--- src/rtl/note_player.sv ---
// Note player: drives the sine reader once per codec request and scales each
// returned sample by a linear attack/sustain/release gain envelope.
module note_player #(
  parameter int GAIN_W  = 6,
  parameter int DUR_W   = 6,
  parameter int TIMEOUT = 8
) (
  input  logic               clk,
  input  logic               reset,
  input  logic               play_enable,
  input  logic               load_new_note,
  input  logic [19:0]        step_size_in,
  input  logic [DUR_W-1:0]   duration_in,
  input  logic               beat,
  input  logic               sample_req,
  input  logic signed [15:0] sample_in,
  input  logic               sample_ready_in,
  output logic [19:0]        step_size,
  output logic               generate_next,
  output logic signed [15:0] sample_out,
  output logic               sample_valid,
  output logic               note_done,
  output logic               busy
);

  localparam int TO_W   = $clog2(TIMEOUT + 1);
  localparam int PROD_W = 16 + GAIN_W + 2;
  localparam logic [GAIN_W:0]  GAIN_MAX = {1'b1, {GAIN_W{1'b0}}};
  localparam logic [GAIN_W:0]  GAIN_TOP = GAIN_MAX - 1;
  localparam logic [GAIN_W:0]  GAIN_ONE = 1;
  localparam logic [DUR_W-1:0] DUR_ONE  = 1;
  localparam logic [TO_W-1:0]  TO_ONE   = 1;
  localparam logic [TO_W-1:0]  TO_LAST  = TO_W'(TIMEOUT - 1);

  typedef enum logic [1:0] {IDLE, ATTACK, SUSTAIN, RELEASE} phase_t;
  typedef enum logic {SMP_READY, SMP_WAIT} smp_t;

  phase_t             phase, phase_n;
  smp_t               smp, smp_n;
  logic [19:0]        step_n;
  logic [DUR_W-1:0]   dur_cnt, dur_n;
  logic [GAIN_W:0]    gain, gain_n;
  logic [TO_W-1:0]    to_cnt, to_n;
  logic signed [15:0] sample_n;
  logic               valid_n, gen_n, done_n;
  logic               capture;
  logic signed [PROD_W-1:0] product;

  assign busy = (phase != IDLE);

  always_ff @(posedge clk or posedge reset) begin
    if (reset) begin
      phase         <= IDLE;
      smp           <= SMP_READY;
      step_size     <= '0;
      dur_cnt       <= '0;
      gain          <= '0;
      to_cnt        <= '0;
      sample_out    <= '0;
      sample_valid  <= 1'b0;
      generate_next <= 1'b0;
      note_done     <= 1'b0;
    end else begin
      phase         <= phase_n;
      smp           <= smp_n;
      step_size     <= step_n;
      dur_cnt       <= dur_n;
      gain          <= gain_n;
      to_cnt        <= to_n;
      sample_out    <= sample_n;
      sample_valid  <= valid_n;
      generate_next <= gen_n;
      note_done     <= done_n;
    end
  end

  always_comb begin
    phase_n  = phase;
    smp_n    = smp;
    step_n   = step_size;
    dur_n    = dur_cnt;
    gain_n   = gain;
    to_n     = to_cnt;
    sample_n = sample_out;
    valid_n  = 1'b0;
    gen_n    = 1'b0;
    done_n   = 1'b0;
    capture  = (smp == SMP_WAIT) && sample_ready_in;
    // Gain is zero-extended before the signed multiply so 2^GAIN_W stays positive.
    product  = PROD_W'(sample_in) * PROD_W'($signed({1'b0, gain}));

    case (smp)
      SMP_READY: begin
        if (sample_req) begin
          if (phase != IDLE && play_enable) begin
            gen_n = 1'b1;
            smp_n = SMP_WAIT;
            to_n  = '0;
          end else begin
            sample_n = '0;
            valid_n  = 1'b1;
          end
        end
      end
      SMP_WAIT: begin
        if (sample_ready_in) begin
          sample_n = 16'(product >>> GAIN_W);
          valid_n  = 1'b1;
          smp_n    = SMP_READY;
        end else if (to_cnt == TO_LAST) begin
          sample_n = '0;
          valid_n  = 1'b1;
          smp_n    = SMP_READY;
        end else begin
          to_n = to_cnt + TO_ONE;
        end
      end
      default: smp_n = SMP_READY;
    endcase

    // A load overrides both the beat and the per-sample gain step of this cycle.
    if (load_new_note && play_enable) begin
      step_n = step_size_in;
      dur_n  = duration_in;
      gain_n = '0;
      if (duration_in != '0) begin
        phase_n = ATTACK;
      end else begin
        phase_n = IDLE;
        done_n  = 1'b1;
      end
    end else begin
      if (capture) begin
        case (phase)
          ATTACK: begin
            if (gain >= GAIN_TOP) begin
              gain_n  = GAIN_MAX;
              phase_n = SUSTAIN;
            end else begin
              gain_n = gain + GAIN_ONE;
            end
          end
          RELEASE: begin
            if (gain <= GAIN_ONE) begin
              gain_n  = '0;
              phase_n = IDLE;
              done_n  = 1'b1;
            end else begin
              gain_n = gain - GAIN_ONE;
            end
          end
          default: ;
        endcase
      end
      if (beat && play_enable && (phase == ATTACK || phase == SUSTAIN)) begin
        if (dur_cnt <= DUR_ONE) begin
          dur_n   = '0;
          phase_n = RELEASE;
        end else begin
          dur_n = dur_cnt - DUR_ONE;
        end
      end
    end
  end

endmodule

--- config.mk ---
export PLATFORM = sky130hd
export DESIGN_NAME = note_player
export DESIGN_NICKNAME = d
export VERILOG_FILES = /design/src/rtl/note_player.sv
export SDC_FILE = /design/constraint.sdc
export NUM_CORES = 1
export LEC_CHECK = 0
export BUFFER_PORTS_ARGS = -buffer_cell sky130_fd_sc_hd__buf_2
export CAP_MARGIN = 20
export CORE_ASPECT_RATIO = 0.9
export CORE_MARGIN = 2
export CORE_UTILIZATION = 28
export DETAILED_ROUTE_END_ITERATION = 7
export GPL_ROUTABILITY_DRIVEN = 0
export GPL_TIMING_DRIVEN = 0
export SLEW_MARGIN = 5
export SYNTH_ARGS = -nofsm -noshare
export SYNTH_HDL_FRONTEND = slang
export SYNTH_SLANG_ARGS = --single-unit
--- constraint.sdc ---
create_clock -name clk -period 9.72 [get_ports clk]
set_input_delay 1.944 -clock clk [delete_from_list [all_inputs] [get_ports clk]]
set_output_delay 1.944 -clock clk [all_outputs]
set_load 0.005 [all_outputs]
## Word level (Yosys, flattened, before mapping)

Cells that the tools add are included.

- Input port bits: 49
- Flip-flop bits (word level): 59

- $add $sub $neg: 4
- Multiplexer cells: 42
- Bitwise logic cells: 1
- Multiply operators: 1
- Order comparisons: 3
- Eq/ne operators: 10
- Reductions and logical operators: 14

Operators with widths:

| cell | count |
|---|---|
| 16-bit 2-to-1 mux | 4 |
| 16-bit case mux with 2 select lines | 1 |
| 7-bit 2-to-1 mux | 4 |
| 16-bit by 8-bit multiplier with 22-bit output | 1 |
| 6-bit 2-to-1 mux | 3 |
| 4-bit 2-to-1 mux | 4 |
| 1-bit 2-to-1 mux | 15 |
| 7-bit case mux with 2 select lines | 1 |
| 2-bit 2-to-1 mux | 6 |
| 2-bit inequality test, second input constant | 5 |
| 4-bit case mux with 2 select lines | 1 |
| 7-bit by 1-bit adder with 7-bit output, second input constant | 1 |
| 7-bit by 6-bit >= comparator with 1-bit output, second input constant | 1 |
| 7-bit by 1-bit less-or-equal comparator with 1-bit output, second input constant | 1 |
| 7-bit by 1-bit subtractor with 7-bit output, second input constant | 1 |
| 6-bit by 1-bit less-or-equal comparator with 1-bit output, second input constant | 1 |
| 2-bit nonzero test | 3 |
| 6-bit nonzero test | 1 |
| 6-bit by 1-bit subtractor with 6-bit output, second input constant | 1 |
| 1-bit logical AND | 5 |
| 4-bit by 1-bit adder with 4-bit output, second input constant | 1 |
| 2-bit equality test, second input constant | 2 |
| 4-bit by 3-bit equality test with 1-bit output, second input constant | 1 |
| 1-bit case mux with 2 select lines | 2 |
| other kinds (9) | 9 |

## Depth between registers and ports, before layout

Gate-level depths: netlist of run 1.

- Word-level depth: 7
- Mapped depth: 18
- Mapped depth without buffers: 16

## Worst setup path before layout of run 1

No wires, ideal clock.

- Kind: input to register
- Start: in sample_in[4]
- End: reg sample_out[6]
- Data arrival time: 5.700 ns
- Path slack: 3.899 ns
- Setup time: 0.122 ns
- Stages on the path: 14
- Data required time: 9.598 ns
- Cells stage by stage: and2_1 fa_1 fa_1 fa_1 inv_1 fa_1 inv_1 ha_1 nand3_1 o22ai_1 o21ai_1 a21oi_1 or4_1 a32o_1

- Longest elaborated chain between the ends: 3

Ends and longest elaborated chain:

| what | RTL line | text |
|---|---|---|
| from (decl) | 16 | `input logic signed [15:0] sample_in,` |
| 16-bit by 8-bit multiplier with 22-bit output | 90 | `product = PROD_W'(sample_in) * PROD_W'($signed({1'b0, gain}));` |
| 16-bit 2-to-1 mux | 106 | `if (sample_ready_in) begin` |
| 16-bit case mux with 2 select lines | 92 | `case (smp)` |
| to (signal assigned) | 70 | `sample_out <= sample_n;` |
| to (decl) | 20 | `output logic signed [15:0] sample_out,` |

No other way between the ends.
A chain may end at the register's enable or synchronous reset.

## Worst setup path in the final report of run 1

- Start: in sample_in[6]
- End: reg sample_out[11]

The elaborated chain is that of the path after synthesis.

==> results of run 1 <==
==> report_power, final <==
group | switching (mW) | internal, mW
clock network | 0.112 | 0.212
logic | 0.576 | 0.382
registers | 0.0547 | 0.312
total | 0.743 | 0.906
==> worst max-delay path by stage <==
stage / from / to
3_3_place_gp: sample_in[6] / sample_out[11]$_DFFE_PP0P_
5_1_grt: sample_in[6] / sample_out[11]$_DFFE_PP0P_
3_5_place_dp: sample_in[6] / sample_out[11]$_DFFE_PP0P_
2_1_floorplan: sample_in[4] / sample_out[6]$_DFFE_PP0P_
6_report: sample_in[6] / sample_out[11]$_DFFE_PP0P_
4_1_cts: sample_in[6] / sample_out[11]$_DFFE_PP0P_
==> layer usage <==
layer,global-route usage,vias to the layer above,share of wire
met2,0.227,83,0.47
met4,0.0222,0,0.0072
met3,0.0249,10,0.041
met5,0,-,0
li1,-,2600,-
met1,0.195,2570,0.49
==> stage by stage <==
step / hold slack (ns) / instances / total power [mW]
global route: 0.493 / 1157 / 1.83
floorplan: 0.466 / 750 / 1.06
global placement: 0.454 / 1140 / 1.32
detailed placement: 0.457 / 1141 / 1.33
CTS: 0.471 / 1157 / 1.67
finish: 0.469 / 1157 / 1.65
==> flip-flops by register name (all words and copies together) (netlist names) <==
name,cells
smp,1
phase,2
sample_valid,1
gain,7
dur_cnt,6
step_size,20
to_cnt,4
generate_next,1
note_done,1
sample_out,16
==> cells by family after synthesis <==
family          Yosys count  synth area share
simple gates            291             0.220
mux                       4           0.00627
fa+ha+maj               130             0.338
buf+inv                 149            0.0854
flops                    59             0.224
xor+xnor                 18            0.0240
compound gates           99             0.102
==> area by class of cell <==
cell class	instances	share of cell area
multi-input cells	542	0.588
clock inverters	4	0.00632
repair buffers	89	0.0596
inverters	123	0.0598
clock buffers	12	0.0332
flip-flops and latches	59	0.191
plain buffers	26	0.0130
well taps	302	0.0489
==> synthesized netlist by cell type, drive strengths merged (6+ instances only) <==
library cell and number:
nand2 132, inv 123, and2 82, fa 80, dfrtp 59, ha 50
o21ai 31, a21oi 21, clkbuf 19, nor2 18, nor3 11, xnor2 11
nand3 10, nand4 8, o31ai 8, buf 7, xor2 7, o21a 6
==> critical path, stage by stage <==
cell	delay (ns)
buf_2	0.17
nand2_1	0.10
fa_1	0.57
inv_1	0.05
fa_1	0.46
fa_1	0.54
inv_1	0.05
fa_1	0.54
inv_1	0.04
ha_1	0.38
a211o_1	0.32
a211oi_1	0.23
o211ai_2	0.22
a31oi_2	0.32
xor2_1	0.18
o21ai_1	0.07
==> results.toml, run 1 <==
[outcome]
status = "complete, no violations"

[power]
leakagePower_nw = 3.98
peakVddDrop_uv = 91.4
power_per_cell_area_nw_per_um2 = 213

[worst_hold_path]
hp-class = "reg -> reg"
min_to = "step_size[16]$_DFFE_PP0P_"
whs_path_depth = 2
hp-start = "step_size[16]$_DFFE_PP0P_"

[synth]
syn_area_per_cell_um2 = 8.78
synthFlopType = "dfrtp_1"
seq_area_frac_synth = 0.224
netlist_top_cells_area = "fa_1, dfrtp_1, ha_1, and2_1, nand2_1"
async_flop_share = 1.00
synthCells = 750
syn_area_um2 = 6580
yosysWarnings = 0
synth_top_area_cell = "fa_1"
synth_fp_nets = 929
ys_ff_latch = 59
synth_cell_types = 57
synth_top_area_share = 0.243
synth_edf_count = 0

[sta]
fin_crit_ns = 5.99
worst_pin_slew_ns = 0.670
finalSetupViolations = 0
timing.fmax_ghz = 0.167
fin_worst_skew_ns = 0.00782
post-route-period-util = 0.616
maxSlewHeadroom = 0.553
setup-tns-final_ns = 0
fin_ws_ns = 3.73
drv_slew = 0
hold_violations = 0
rsz0062_at_grt = "false"

[cts]
clk_path_buf_depth = 2
cts_buffers = 9
clkSinkCount = 59
postCtsResizedCells = 0
clock_latency_ns = 0.33
clk_pin_slew_ns = 0.05
cts_htree_levels = 3
root_buffer = "clkbuf_16"
cts_hold_buffers = 0
post_cts_buffers = 0
cts_tree = "yes"

[worst_setup_path]
cp_max_fo = 7
cp-end-kind = "flip-flop"
r2r-start = "gain[4]$_DFFE_PP0P_"
rr_endpoint = "sample_out[11]$_DFFE_PP0P_"
cp-start-kind = "input pin"
r2r_setup_slack_ns = 3.96
rr_worst_depth = 17
critPathArrivalTime_ns = 6.18
critPathKind = "in -> reg"
required_ns = 9.91

[final_layout]
multi_input_area_um2 = 4540
postLayoutCellArea_um2 = 7720
diodes = 0
nNetsFinal = 1029
layout_commonest_cell = "nand2_1"
seqCellArea_um2 = 1480
drive_above_1_share = 0.139
fill_cells = 2429
area_growth_pct = 17.4
fin_util = 0.333
most-common-layout-cells = "nand2_1, inv_1, buf_2"

[place]
post-place-ws_ns = 3.42
place.port_buffers = 88
place_area_um2 = 7420
hpwl_mm = 12.9

[floorplanning]
dieArea_um2 = 24700
pin_count = 89
die_y_um = 149
chipWidth_um = 166
fp-row-count = 53
core_area_um2 = 23200
start_util = 0.284

[detailed_routing]
drtIter0Drc = 281
post-route-drc-count = 0
dr.pass1.iters = 4
vias = 5263
finalWirelength_mm = 16.3
wire_per_inst_um = 14.1
ant_nets = 0
vias_per_cell = 4.55

[grt]
antenna_found_initial = 1
grt_overflow = 0
grt_max_degree = 32
grt.total_usage = 0.138
grt_pass1_vias = 5472
grt_pass1_wl_mm = 27.8

[job]
max_cap_violations = 0
(Power assumes the default switching activity.)
==> run 2, diff against run 1 <==
==> constraint.sdc (replaced) <==
create_clock -name clk -period 6 [get_ports clk]
set_input_delay 1.2 -clock clk [delete_from_list [all_inputs] [get_ports clk]]
set_output_delay 1.2 -clock clk [all_outputs]
set_load 0.005 [all_outputs]
==> results.toml, run 2 (synthesized netlist as in run 1, its figures left out) <==
[outcome]
status = "complete, no violations"

[power]
p_comb_frac = 0.582
peakVddDrop_uv = 146
switchingPower_mw = 1.20
power.total_mw = 2.67
seq_power_share = 0.222
power_per_cell_area_nw_per_um2 = 346
swShare = 0.450
clkPwrFrac = 0.196
intPower_mw = 1.47
leakagePower_nw = 3.98

[sta]
worst_pin_slew_ns = 0.649
holdWs_ns = 0.469
fin_worst_skew_ns = 0.00730
maxSlewHeadroom = 0.567
fin_crit_ns = 5.54
drv_slew = 0
timing.fmax_ghz = 0.180
rsz0062_at_grt = "false"
finalSetupViolations = 0
post-route-period-util = 0.924
hold_violations = 0
setup-tns-final_ns = 0

[floorplanning]
fp-row-count = 53
pin_count = 89
die_y_um = 149
dieArea_um2 = 24700
chipWidth_um = 166
start_util = 0.284
core_area_um2 = 23200

[worst_hold_path]
hp-class = "reg -> reg"
hp-start = "step_size[16]$_DFFE_PP0P_"

[worst_setup_path]
cp-start-kind = "flip-flop"
cp-end-kind = "flip-flop"
critPathKind = "reg -> reg"
r2r-start = "gain[4]$_DFFE_PP0P_"
crit_chain = "clkbuf_1 -> clkbuf_2 -> nand2_1 -> fa_1 -> inv_1 -> fa_1 -> fa_1 -> inv_1 -> fa_1 -> inv_1 -> ha_1 -> a211o_1 -> a211oi_1 -> o211ai_2 -> a31oi_2 -> xor2_1 -> o21ai_1"
path_common_cell = "fa_1"
critical-path-top-delay-family = "adder cells"
cp-startpoint = "gain[4]$_DFFE_PP0P_"
crit_path_max_incr_delay_ns = 0.55
cpMaxStageDelayCell = "fa_1"
critPathArrivalTime_ns = 5.73
path_buf_inv = 5
required_ns = 6.19
cp_max_fo = 10

[detailed_routing]
ant_nets = 0
dr.pass1.iters = 5
drtIter0Drc = 296
post-route-drc-count = 0
vias = 5288
finalWirelength_mm = 16.3
wire_per_inst_um = 14.1
vias_per_cell = 4.57

[final_layout]
largest_reg_flops = 20
area_growth_pct = 17.4
nNetsFinal = 1029
postLayoutCellArea_um2 = 7730
drive_above_1_share = 0.140
layout_commonest_cell = "nand2_1"
most-common-layout-cells = "nand2_1, inv_1, buf_2"
diodes = 0
reg.largest.list = "step_size: 20 flops, sample_out: 16 flops, gain: 7 flops"
top_register = "step_size"
fin_util = 0.333

[grt]
gr-usage-met2 = 0.227
met1_usage = 0.195
grt_pass1_vias = 5472
grt_pass1_wl_mm = 27.8
grt_use_met3 = 0.0249
antenna_found_initial = 1
gr-max-usage-layer = "met2"
grt.total_usage = 0.138
grt_overflow = 0
grt_max_degree = 32

[place]
hpwl_mm = 12.9
place_area_um2 = 7420
place.port_buffers = 88

[cts]
cts_buffers = 9
clk_path_buf_depth = 2
clock_latency_ns = 0.33
root_buffer = "clkbuf_16"
cts_tree = "yes"
clkSinkCount = 59
cts_htree_levels = 3
cts_hold_buffers = 0
clk_pin_slew_ns = 0.05

[job]
max_cap_violations = 0
run 2: power by group through the flow:
stage / Clock, mW / Sequential, mW / Combinational, mW
floorplan: 0 / 0.587 / 1.13
global placement: 0 / 0.597 / 1.54
detailed placement: 0 / 0.600 / 1.56
CTS: 0.534 / 0.593 / 1.58
global route: 0.558 / 0.612 / 1.80
finish: 0.522 / 0.594 / 1.55
run 2: metrics by stage:
step	instances	setup WS (ns)
2_1_floorplan	750	0.923
3_3_place_gp	1140	0.235
3_5_place_dp	1141	0.272
4_1_cts	1157	0.214
5_1_grt	1157	0.202
6_report	1157	0.456
run 2: area by class of cell:
type | instances | area (µm²)
timing repair buffer | 89 | 460
fill | 2428 | 15500
clock inverter | 4 | 48.8
buffer | 26 | 101
clock buffer | 12 | 256
multi-input combinational | 542 | 4540
tap | 302 | 378
inverter | 123 | 462
sequential | 59 | 1480
run 2: metal layers:
layer	part of all wire	up-vias
met3	0.032	4
met4	0.0023	0
met2	0.47	75
met1	0.49	2611
met5	0	-
li1	-	2598
run 2: final timing paths:
path                       cells past startpoint  slack [ns]                         end
setup reg to reg                              17        0.46  sample_out[11]$_DFFE_PP0P_
max in group asynchronous                      3        4.43   sample_out[9]$_DFFE_PP0P_
min in group asynchronous                      2        0.96    step_size[6]$_DFFE_PP0P_
hold reg to reg                                2        0.47   step_size[16]$_DFFE_PP0P_
setup / recovery                              17        0.46  sample_out[11]$_DFFE_PP0P_
hold / removal                                 2        0.47   step_size[16]$_DFFE_PP0P_
run 2: what timing repair did:
action	in CTS	in global routing
resized for setup	0	2
endpoints found under the hold margin	0	0
setup buffers	0	0
setup endpoints to repair	0	3
run 2: worst reg2reg max path, delay by kind of cell (launching register included):
| family | cells | cell delay [ns] |
|---|---|---|
| xor gates and xnor gates | 1 | 0.18 |
| DFF | 1 | 0.38 |
| buffers and inverters | 5 | 1.08 |
| adders and majority gates | 5 | 2.47 |
| AOI/OAI and AO/OA | 5 | 1.17 |
| and+or+nand+nor | 1 | 0.14 |
==> run 3, diff against run 2 <==
--- a/config.mk
+++ b/config.mk
@@ -9,10 +9,11 @@
 export CAP_MARGIN = 20
 export CORE_ASPECT_RATIO = 0.9
 export CORE_MARGIN = 2
-export CORE_UTILIZATION = 28
+export CORE_UTILIZATION = 50
 export DETAILED_ROUTE_END_ITERATION = 7
 export GPL_ROUTABILITY_DRIVEN = 0
 export GPL_TIMING_DRIVEN = 0
+export PLACE_DENSITY = 0.71
 export SLEW_MARGIN = 5
 export SYNTH_ARGS = -nofsm -noshare
 export SYNTH_HDL_FRONTEND = slang
==> results.toml, run 3 (synthesized netlist as in run 1, its figures left out) <==
[floorplanning]
chipWidth_um = 125
core_area_um2 = 12800
die_y_um = 113
start_util = 0.515
pin_count = 89
fp-row-count = 39
dieArea_um2 = 14100

[final_layout]
postLayoutCellArea_um2 = 7530
most-common-layout-cells = "nand2_1, inv_1, buf_2"
nNetsFinal = 1029
multi_input_area_um2 = 4540
largest_reg_flops = 20
diodes = 0
seqCellArea_um2 = 1480
drive_above_1_share = 0.137
reg.largest.list = "step_size: 20 flops, sample_out: 16 flops, gain: 7 flops"
fill_cells = 1195
area_growth_pct = 14.4
layout_commonest_cell = "nand2_1"
top_register = "step_size"

[cts]
post_cts_buffers = 0
cts_htree_levels = 3
postCtsResizedCells = 0
clock_latency_ns = 0.32
root_buffer = "clkbuf_16"
clk_path_buf_depth = 2
cts_tree = "yes"
clk_pin_slew_ns = 0.05
cts_buffers = 9
clkSinkCount = 59
cts_hold_buffers = 0

[worst_setup_path]
path_buf_inv = 5
crit_chain = "clkbuf_1 -> clkbuf_1 -> nand2_1 -> fa_1 -> inv_1 -> fa_1 -> fa_1 -> inv_1 -> fa_1 -> inv_1 -> ha_1 -> a211o_1 -> a211oi_1 -> o211ai_2 -> a31oi_2 -> xor2_1 -> o21ai_1"
crit_cells = 17
path_common_cell = "fa_1"
rr_worst_depth = 17
cp-end-kind = "flip-flop"
critPathArrivalTime_ns = 5.86
cp_max_fo = 10
crit_path_max_incr_delay_ns = 0.58
critical-path-top-delay-family = "adder cells"
cp-start-kind = "flip-flop"
critPathKind = "reg -> reg"
cp-startpoint = "gain[4]$_DFFE_PP0P_"
r2r-start = "gain[4]$_DFFE_PP0P_"
cpMaxStageDelayCell = "clkbuf_1"
required_ns = 6.19

[sta]
rsz0062_at_grt = "false"
fin_worst_skew_ns = 0.00697
post-route-period-util = 0.946
fin_ws_ns = 0.326
maxSlewHeadroom = 0.548
setup-tns-final_ns = 0
finalSetupViolations = 0
drv_slew = 0
timing.fmax_ghz = 0.176
hold_violations = 0
worst_pin_slew_ns = 0.678
fin_crit_ns = 5.67

[detailed_routing]
ant_nets = 0
drtIter0Drc = 292
vias = 5309
dr.pass1.iters = 4
vias_per_cell = 5.22
finalWirelength_mm = 15.1
wire_per_inst_um = 14.8
post-route-drc-count = 0

[grt]
grt_pass1_vias = 5378
grt_pass1_wl_mm = 26.6
antenna_found_initial = 0
grt_max_degree = 40
grt.total_usage = 0.233
grt_overflow = 0

[power]
leakagePower_nw = 3.97
power.total_mw = 2.63
peakVddDrop_uv = 254
power_per_cell_area_nw_per_um2 = 349

[job]
max_cap_violations = 0

[worst_hold_path]
hp-start = "step_size[2]$_DFFE_PP0P_"
hp-class = "reg -> reg"
whs_path_depth = 2

[outcome]
status = "complete, no violations"

[place]
place_area_um2 = 7250
hpwl_mm = 11.8
post-place-ws_ns = 0.440
place.port_buffers = 88
-- run 3: layout make-up --
type                            count  area share
Buffer                             26      0.0133
Clock buffer                       11      0.0322
Clock inverter                      3     0.00532
Inverter                          123      0.0613
Multi-Input combinational cell    542       0.603
Sequential cell                    59       0.196
Tap cell                          164      0.0273
Timing Repair Buffer               89      0.0611
-- run 3: power breakdown --
| group | internal (mW) | leakage (nW) | switching (mW) | total [mW] |
|---|---|---|---|---|
| Sequential | 0.506 | 0.767 | 0.0894 | 0.595 |
| Clock | 0.326 | 0.141 | 0.165 | 0.490 |
| Combinational | 0.622 | 3.06 | 0.920 | 1.54 |
| Total | 1.45 | 3.97 | 1.17 | 2.63 |
-- run 3: routing by layer --
| layer | global-route usage | vias to the layer above | part of all wire |
|---|---|---|---|
| met3 | 0.0364 | 13 | 0.039 |
| li1 | - | 2591 | - |
| met2 | 0.386 | 103 | 0.48 |
| met4 | 0.0393 | 0 | 0.0072 |
| met1 | 0.333 | 2602 | 0.47 |
| met5 | 0 | - | 0 |
-- run 3: through the flow --
stage | util | hold WS (ns) | std cells
3_5_place_dp | 0.567 | 0.459 | 1003
6_report | 0.589 | 0.464 | 1017
4_1_cts | 0.589 | 0.471 | 1017
2_1_floorplan | - | 0.466 | 750
3_3_place_gp | 0.565 | 0.453 | 1002
5_1_grt | 0.589 | 0.488 | 1017
-- run 3: worst min-delay path, stage by stage, from the launching register on --
cell	delay, ns
dfrtp_1	0.33
nand2_1	0.05
nand2_1	0.06
-- run 3: worst paths after layout --
check | endpoint | slack, ns
max | sample_out[11]$_DFFE_PP0P_ | 0.33
min | step_size[2]$_DFFE_PP0P_ | 0.46
max reg2reg | sample_out[11]$_DFFE_PP0P_ | 0.33
min in group asynchronous | step_size[19]$_DFFE_PP0P_ | 0.89
max in group asynchronous | sample_out[2]$_DFFE_PP0P_ | 4.55
min reg2reg | step_size[2]$_DFFE_PP0P_ | 0.46
